## config.mk

```make
export PLATFORM = sky130hd
export DESIGN_NAME = alu_issue_queue
export DESIGN_NICKNAME = d
export VERILOG_FILES = /design/src/rtl/alu_issue_queue.sv
export SDC_FILE = /design/constraint.sdc
export NUM_CORES = 1
export LEC_CHECK = 0
export BUFFER_PORTS_ARGS = -buffer_cell sky130_fd_sc_hd__buf_2
export CORE_MARGIN = 2
export CORE_UTILIZATION = 50
export DETAILED_ROUTE_END_ITERATION = 6
export PLACE_DENSITY = 0.71
export SETUP_SLACK_MARGIN = 0.5
export SLEW_MARGIN = 10
export SYNTH_ARGS = -nofsm -noshare
export SYNTH_HDL_FRONTEND = slang
export SYNTH_SLANG_ARGS = --single-unit
```

## constraint.sdc

```tcl
create_clock -name clk -period 22.9 [get_ports clk]
set_input_delay 3.435 -clock clk [delete_from_list [all_inputs] [get_ports clk]]
set_output_delay 3.435 -clock clk [all_outputs]
set_load 0.03 [all_outputs]
```

## src/rtl/alu_issue_queue.sv

```systemverilog
// alu_issue_queue: DEPTH-entry show-ahead FIFO between decode/regfile and the
// combinational 128-bit ALU.
//
// Ports:
//   clk, rst        rising-edge clock, asynchronous active-high reset
//   flush           synchronous clear of all queued entries (beats a same-cycle push)
//   in_valid/ready  upstream handshake; in_ready = (level < DEPTH)
//   in_opcode       0=ADD 1=SUB 2=AND 3=OR 4=SNE 5=PASSB; >5 is accepted and discarded
//   in_input1/2     operands, in_shift shift amount
//   alu_valid/ready downstream handshake, head presented from mem[rptr]
//   opcode, input1, input2, shiftValue  head entry, all zero when empty
//   level           occupancy 0..DEPTH
//   drop_pulse      one-cycle registered pulse after an illegal opcode is discarded
//
// Optional (macro ALU_ISSUE_STATS_EN):
//   issued_cnt[31:0]  saturating count of pops
//   dropped_cnt[15:0] saturating count of illegal-opcode discards
//   Both clear on rst only.
module alu_issue_queue #(
  parameter int unsigned WIDTH = 128,
  parameter int unsigned DEPTH = 4
) (
  input  logic                     clk,
  input  logic                     rst,
  input  logic                     flush,
  input  logic                     in_valid,
  output logic                     in_ready,
  input  logic [3:0]               in_opcode,
  input  logic [WIDTH-1:0]         in_input1,
  input  logic [WIDTH-1:0]         in_input2,
  input  logic [4:0]               in_shift,
  output logic                     alu_valid,
  input  logic                     alu_ready,
  output logic [3:0]               opcode,
  output logic [WIDTH-1:0]         input1,
  output logic [WIDTH-1:0]         input2,
  output logic [4:0]               shiftValue,
  output logic [$clog2(DEPTH):0]   level,
  output logic                     drop_pulse
`ifdef ALU_ISSUE_STATS_EN
  ,
  output logic [31:0]              issued_cnt,
  output logic [15:0]              dropped_cnt
`endif
);

  localparam int unsigned PW = $clog2(DEPTH);
  localparam int unsigned LW = PW + 1;
  localparam logic [LW-1:0] FullLevel = LW'(DEPTH);

  logic [3:0]       mem_op [DEPTH];
  logic [WIDTH-1:0] mem_a  [DEPTH];
  logic [WIDTH-1:0] mem_b  [DEPTH];
  logic [4:0]       mem_sh [DEPTH];

  logic [PW-1:0] wptr_q, rptr_q;
  logic [LW-1:0] level_q, level_d;
  logic          drop_q;
  logic          accept, legal, push, pop, drop;

  always_comb begin
    in_ready  = (level_q != FullLevel);
    alu_valid = (level_q != '0);
    accept    = in_valid && in_ready;
    legal     = (in_opcode <= 4'd5);
    // Flush discards whatever arrives in the same cycle, legal or not.
    push      = accept && legal && !flush;
    drop      = accept && !legal && !flush;
    pop       = alu_valid && alu_ready;
  end

  always_comb begin
    level_d = level_q;
    unique case ({push, pop})
      2'b10:   level_d = level_q + LW'(1);
      2'b01:   level_d = level_q - LW'(1);
      default: level_d = level_q;
    endcase
  end

  always_ff @(posedge clk or posedge rst) begin
    if (rst) begin
      wptr_q  <= '0;
      rptr_q  <= '0;
      level_q <= '0;
      drop_q  <= 1'b0;
    end else if (flush) begin
      wptr_q  <= '0;
      rptr_q  <= '0;
      level_q <= '0;
      drop_q  <= 1'b0;
    end else begin
      if (push) wptr_q <= wptr_q + PW'(1);
      if (pop)  rptr_q <= rptr_q + PW'(1);
      level_q <= level_d;
      drop_q  <= drop;
    end
  end

  // Storage needs no reset: empty slots are never presented.
  always_ff @(posedge clk) begin
    if (push) begin
      mem_op[wptr_q] <= in_opcode;
      mem_a[wptr_q]  <= in_input1;
      mem_b[wptr_q]  <= in_input2;
      mem_sh[wptr_q] <= in_shift;
    end
  end

  always_comb begin
    opcode     = '0;
    input1     = '0;
    input2     = '0;
    shiftValue = '0;
    if (alu_valid) begin
      opcode     = mem_op[rptr_q];
      input1     = mem_a[rptr_q];
      input2     = mem_b[rptr_q];
      shiftValue = mem_sh[rptr_q];
    end
  end

  assign level      = level_q;
  assign drop_pulse = drop_q;

`ifdef ALU_ISSUE_STATS_EN
  logic [31:0] issued_q;
  logic [15:0] dropped_q;

  always_ff @(posedge clk or posedge rst) begin
    if (rst) begin
      issued_q  <= '0;
      dropped_q <= '0;
    end else begin
      if (pop && (issued_q != '1))   issued_q  <= issued_q + 32'd1;
      if (drop && (dropped_q != '1)) dropped_q <= dropped_q + 16'd1;
    end
  end

  assign issued_cnt  = issued_q;
  assign dropped_cnt = dropped_q;
`endif

endmodule

```

After elaboration in Yosys (flattened, before gate mapping)

Memories as Yosys holds them, arrays and structs flattened.
Index checks and enable logic that the tools add are counted.

Bits of input ports: 270
RAM bits: 1060
Word-level logic and storage cells: 41
Output and inout port bits: 271
Bits in registers: 8
Memories kept: 4

Memory list:

| memory | depth | bits a word | rd ports | clocked after Yosys merged registers in | write ports | line | RTL |
|---|---|---|---|---|---|---|---|
| mem_a  | 4     | 128         | 1        | 0                                       | 1           | 52   | `logic [WIDTH-1:0] mem_a [DEPTH];` |
| mem_b  | 4     | 128         | 1        | 0                                       | 1           | 53   | `logic [WIDTH-1:0] mem_b [DEPTH];` |
| mem_sh | 4     | 5           | 1        | 0                                       | 1           | 54   | `logic [4:0] mem_sh [DEPTH];` |
| mem_op | 4     | 4           | 1        | 0                                       | 1           | 51   | `logic [3:0] mem_op [DEPTH];` |

Equal/unequal tests: 3
Add/subtract/negate cells: 4
Order comparisons: 1
Muxes and demuxes: 13
Reductions and logical operators: 12

Operators by type and width:

| operator                                                        | count |
|---|---|
| two-way mux 128 bit                                             | 2 |
| two-way mux 2 bit                                               | 4 |
| logical AND 1 bit                                               | 6 |
| one-hot mux 3 bit (2 select lines)                              | 1 |
| nonzero test 3 bit                                              | 2 |
| two-way mux 5 bit                                               | 1 |
| adder 2 x 1 -> 2 bit (second input constant)                    | 2 |
| less-or-equal comparator 4 x 3 -> 1 bit (second input constant) | 1 |
| two-way mux 4 bit                                               | 1 |
| nonzero test 2 bit                                              | 2 |
| adder 3 x 1 -> 3 bit (second input constant)                    | 1 |
| two-way mux 1 bit                                               | 3 |
| two-way mux 3 bit                                               | 1 |
| inequality test 3 bit (second input constant)                   | 1 |
| subtractor 3 x 1 -> 3 bit (second input constant)               | 1 |
| equality test 2 x 1 -> 1 bit (second input constant)            | 1 |
| equality test 2 bit (second input constant)                     | 1 |
| logical NOT 1 bit                                               | 2 |

Longest topological paths before layout

Depth in word-level cells: 7
Depth in mapped cells: 10
Gate-level depth less buffers: 8

Least setup slack after synthesis

Ideal clock, no wire load.

Kind: input-to-reg
From: input flush
To: memory mem_a[0][0], enable pin
Stages on the path: 3
Path buffers: 1
Setup time: 0.661 ns
Slack: 12.306 ns
Required time: 22.239 ns
Data arrival time: 9.933 ns
Path through: buf_1 -> a21oi_1 -> and3_1

Cells in the longest elaborated chain, start to end: 4

RTL lines:

| what                                    | line | RTL |
|---|---|---|
| start: declaration                      | 25   | `input logic flush,` |
| logical NOT 1 bit                       | 67   | `push = accept && legal && !flush;` |
| logical AND 1 bit                       | 67   |  |
| two-way mux 1 bit                       | 102  | `if (push) begin` |
| two-way mux 1 bit (not written as such) | 104  | `mem_a[wptr_q] <= in_input1;` |
| end: declaration                        | 52   |  |

Every way passes these cells.

Worst setup path in the final report

From: register rptr_q[0]
To: output input2[69]

Cells in the longest elaborated chain, start to end: 2

RTL lines:

| what                     | line | RTL |
|---|---|---|
| start: declaration       | 56   | `logic [PW-1:0] wptr_q, rptr_q;` |
| start signal: assignment | 94   | `if (pop) rptr_q <= rptr_q + PW'(1);` |
| memory (4 x 128 bit)     | n/a  |  |
| two-way mux 128 bit      | 115  | `if (alu_valid) begin` |
| end: declaration         | 36   | `output logic [WIDTH-1:0] input2,` |

Every way passes these cells.

==> flow_metrics.env <==
export IMPL_synth_top_area_share=0.784
export IMPL_port_buffers=540
export IMPL_viasPerCell=5.57
export IMPL_worst_pin_slew_ns=1.21
export IMPL_dr_total_vias=19400
export IMPL_grt_usage=0.200
export IMPL_period_needed_ns=7.69
export IMPL_synthesis_area_mm2=0.0406
export IMPL_clk_pin_slew_ns=0.06
export IMPL_worstPathRequired_ns=19.47
export IMPL_routed_wl_um=85300
export IMPL_die_x_um=289
export IMPL_fillers=5714
export IMPL_cp_start_kind="register"
export IMPL_skew_ns=0.0379
export IMPL_synthCells=1749
export IMPL_design_core_area_mm2=0.0804
export IMPL_reg2reg_depth=5
export IMPL_fp_row_count=104
export IMPL_io_pins=541
export IMPL_p_clk_frac=0.405
export IMPL_grt_ovfl_total=0
export IMPL_worstHoldPathCells=2
export IMPL_relSlewSlack=0.192
export IMPL_ys_top_cells_by_area="edfxtp_1, mux4_2, and2_1"
export IMPL_p_int_mw=3.27
export IMPL_gp_congestion=0.791
export IMPL_cp_max_fo=47
export IMPL_post_cts_resized=0
export IMPL_ir_worst_vdd_mv=0.0630
export IMPL_fmax_mhz=130
export IMPL_layout_drive_gt1_share=0.406
export IMPL_postLayoutCoreUtil=0.594
export IMPL_arrival_ns=4.25
export IMPL_synth_fp_nets=2024
export IMPL_cts_inserted_buffers=104
export IMPL_grt_pass1_vias=20000
export IMPL_hold_path_class="register to register"
export IMPL_finalHoldViolations=0
export IMPL_clkLatencyLatePin_ns=0.67
export IMPL_nNetsFinal=2599
export IMPL_cts_root_buf="clkbuf_16"
export IMPL_p_leak_nw=16.2
export IMPL_holdWs_ns=0.587
export IMPL_crit_path_end_kind="output port"
export IMPL_start_util=0.505
export IMPL_cts_setup_buffers=0
export IMPL_sequentialPowerShare=0.521
export IMPL_worst_r2r_startpoint="level[1]$_DFFE_PP0P_"
export IMPL_grt_first_pass_wirelength_um=125000
export IMPL_yosysTopAreaCell="edfxtp_1"
export IMPL_hold_end="wptr_q[1]$_DFFE_PP0P_"
export IMPL_yosys_warnings=0
export IMPL_drt_pass1_iterations=5
export IMPL_cts_buffer_depth=3
export IMPL_hp_start="wptr_q[1]$_DFFE_PP0P_"
export IMPL_antenna_found_initial=28
export IMPL_rsz0062_at_grt="false"
export IMPL_multi_input_area_mm2=0.00800
export IMPL_period_share=0.336
export IMPL_power_density_mw_per_mm2=87.5
export IMPL_cts_tree="built"
export IMPL_drt_iter0_markers=1606
export IMPL_reg2reg_to="mem_b[2][125]$_DFFE_PP_"
export IMPL_drc_errors=0
export IMPL_fin_setup_tns_ns=0
export IMPL_cts_hold_buffers=0
export IMPL_switchingPower_mw=0.911
export IMPL_drv_slew=0
export IMPL_register_area_mm2=0.0320
export IMPL_wl_per_cell_um=24.4
export IMPL_dp_hpwl_um=52000
export IMPL_grt_start_max_net_pins=142
export IMPL_die_area_mm2=0.0835
export IMPL_area_delta_synth_final_pct=17.6
export IMPL_p_comb_frac=0.073
export IMPL_run_status="complete, no violations"
export IMPL_die_y_um=289
export IMPL_crit_type="register to output port"
export IMPL_ant_nets=0
export IMPL_htree_num_levels=3
export IMPL_cap_viol_max_count=0
export IMPL_switching_share=0.218
export IMPL_cts_sinks=1068
export IMPL_synth_seq_area_share=0.789
export IMPL_synth_seq_cells=1068
export IMPL_syn_avg_cell_area_um2=23.2
export IMPL_ys_types=30
export IMPL_finalSetupViolCount=0
export IMPL_regToRegSetupSlack_ns=18.85
-- power by group through the flow --
stage / Combinational (mW) / Clock [mW] / Sequential, mW
3_3_place_gp: 0.304 / 0 / 2.22
6_report: 0.306 / 1.70 / 2.18
3_5_place_dp: 0.310 / 0 / 2.22
4_1_cts: 0.312 / 1.73 / 2.18
5_1_grt: 0.328 / 1.81 / 2.18
2_1_floorplan: 0.203 / 0 / 2.22
-- worst max-delay path by stage --
stage / slack, ns / endpoint / start
after floorplan: 12.31 / mem_a[0][0]$_DFFE_PP_ / flush
after global placement: 15.69 / input2[66] / rptr_q[0]$_DFFE_PP0P_
after detailed placement: 15.69 / input2[66] / rptr_q[0]$_DFFE_PP0P_
after CTS: 14.96 / input2[96] / rptr_q[0]$_DFFE_PP0P_
after global routing: 14.74 / input2[69] / rptr_q[0]$_DFFE_PP0P_
final: 15.21 / input2[69] / rptr_q[0]$_DFFE_PP0P_
-- state kept, by name (all words and copies together), names as in the netlist --
name and flops:
mem_sh 20, drop_pulse 1, mem_op 16, rptr_q 2
level 3, mem_b 512, mem_a 512, wptr_q 2
-- metrics by stage --
step	worst slack (ns)	area (um^2)	instances	total power, mW
3_5_place_dp	15.69	44300	3278	2.53
3_3_place_gp	15.69	44300	3278	2.52
5_1_grt	14.74	47800	3486	4.31
2_1_floorplan	12.31	40600	1749	2.43
4_1_cts	14.96	47700	3471	4.22
6_report	15.21	47800	3488	4.18
-- cell type report --
cell class | count | share of cell area
sequential | 1068 | 0.670
multi-input combinational | 582 | 0.167
timing repair buffer | 561 | 0.0609
clock buffer | 124 | 0.0569
tap | 1060 | 0.0278
clock inverter | 69 | 0.0151
antenna | 17 | 0.000890
inverter | 7 | 0.000550
-- synthesized netlist by cell type, drive strengths merged --
cell / count
edfxtp: 1060
and2: 265
mux4: 265
buf: 60
clkbuf: 32
dfrtp: 8
a21oi: 7
inv: 7
nand3: 6
nor2: 6
and3: 5
ha: 4
nand2: 4
a21o: 3
o21ai: 2
or3: 2
xor2: 2
a2111oi: 1
a31oi: 1
fa: 1
nand4: 1
nor3: 1
o2111a: 1
o2111ai: 1
o221ai: 1
o31ai: 1
or3b: 1
xnor2: 1
-- critical path: stages (launching register included) --
cell and delay, ns:
dfrtp_4 0.87, buf_4 0.80, buf_4 0.84, mux4_2 0.63, and2_1 0.18, buf_2 0.17
-- layer usage --
metal  up-vias  share of wire  global-route usage
li1       8379              -                   -
met1     10200           0.38               0.263
met2       675           0.52               0.332
met3       153          0.066              0.0442
met4        18          0.031              0.0749
met5         -         0.0013                   0
-- logic make-up after synthesis --
group                    Yosys count  share of synthesized area
AO/OA/AOI/OAI                     18                    0.00293
XOR/XNOR                           3                   0.000647
adder cells (fa/ha/maj)            5                    0.00173
buffers and inverters             99                     0.0151
flip-flops                      1068                      0.789
multiplexers                     265                      0.147
AND/OR/NAND/NOR                  291                     0.0441
-- layout by cell type, fill, tap and decap left out, types with 5 or more instances in the layout --
cell type,synthesis,routed
a21oi_1,7,7
buf_2,32,540
clkbuf_16,0,106
edfxtp_1,1060,1060
nand3_1,6,6
clkinv_1,0,29
buf_4,0,17
inv_1,7,7
clkinvlp_4,0,5
diode_2,0,17
clkinv_2,0,16
dfrtp_1,8,6
nor2_1,6,6
bufinv_16,0,12
clkbuf_1,32,18
and2_1,265,265
mux4_2,265,265
(Power assumes the default switching activity.)
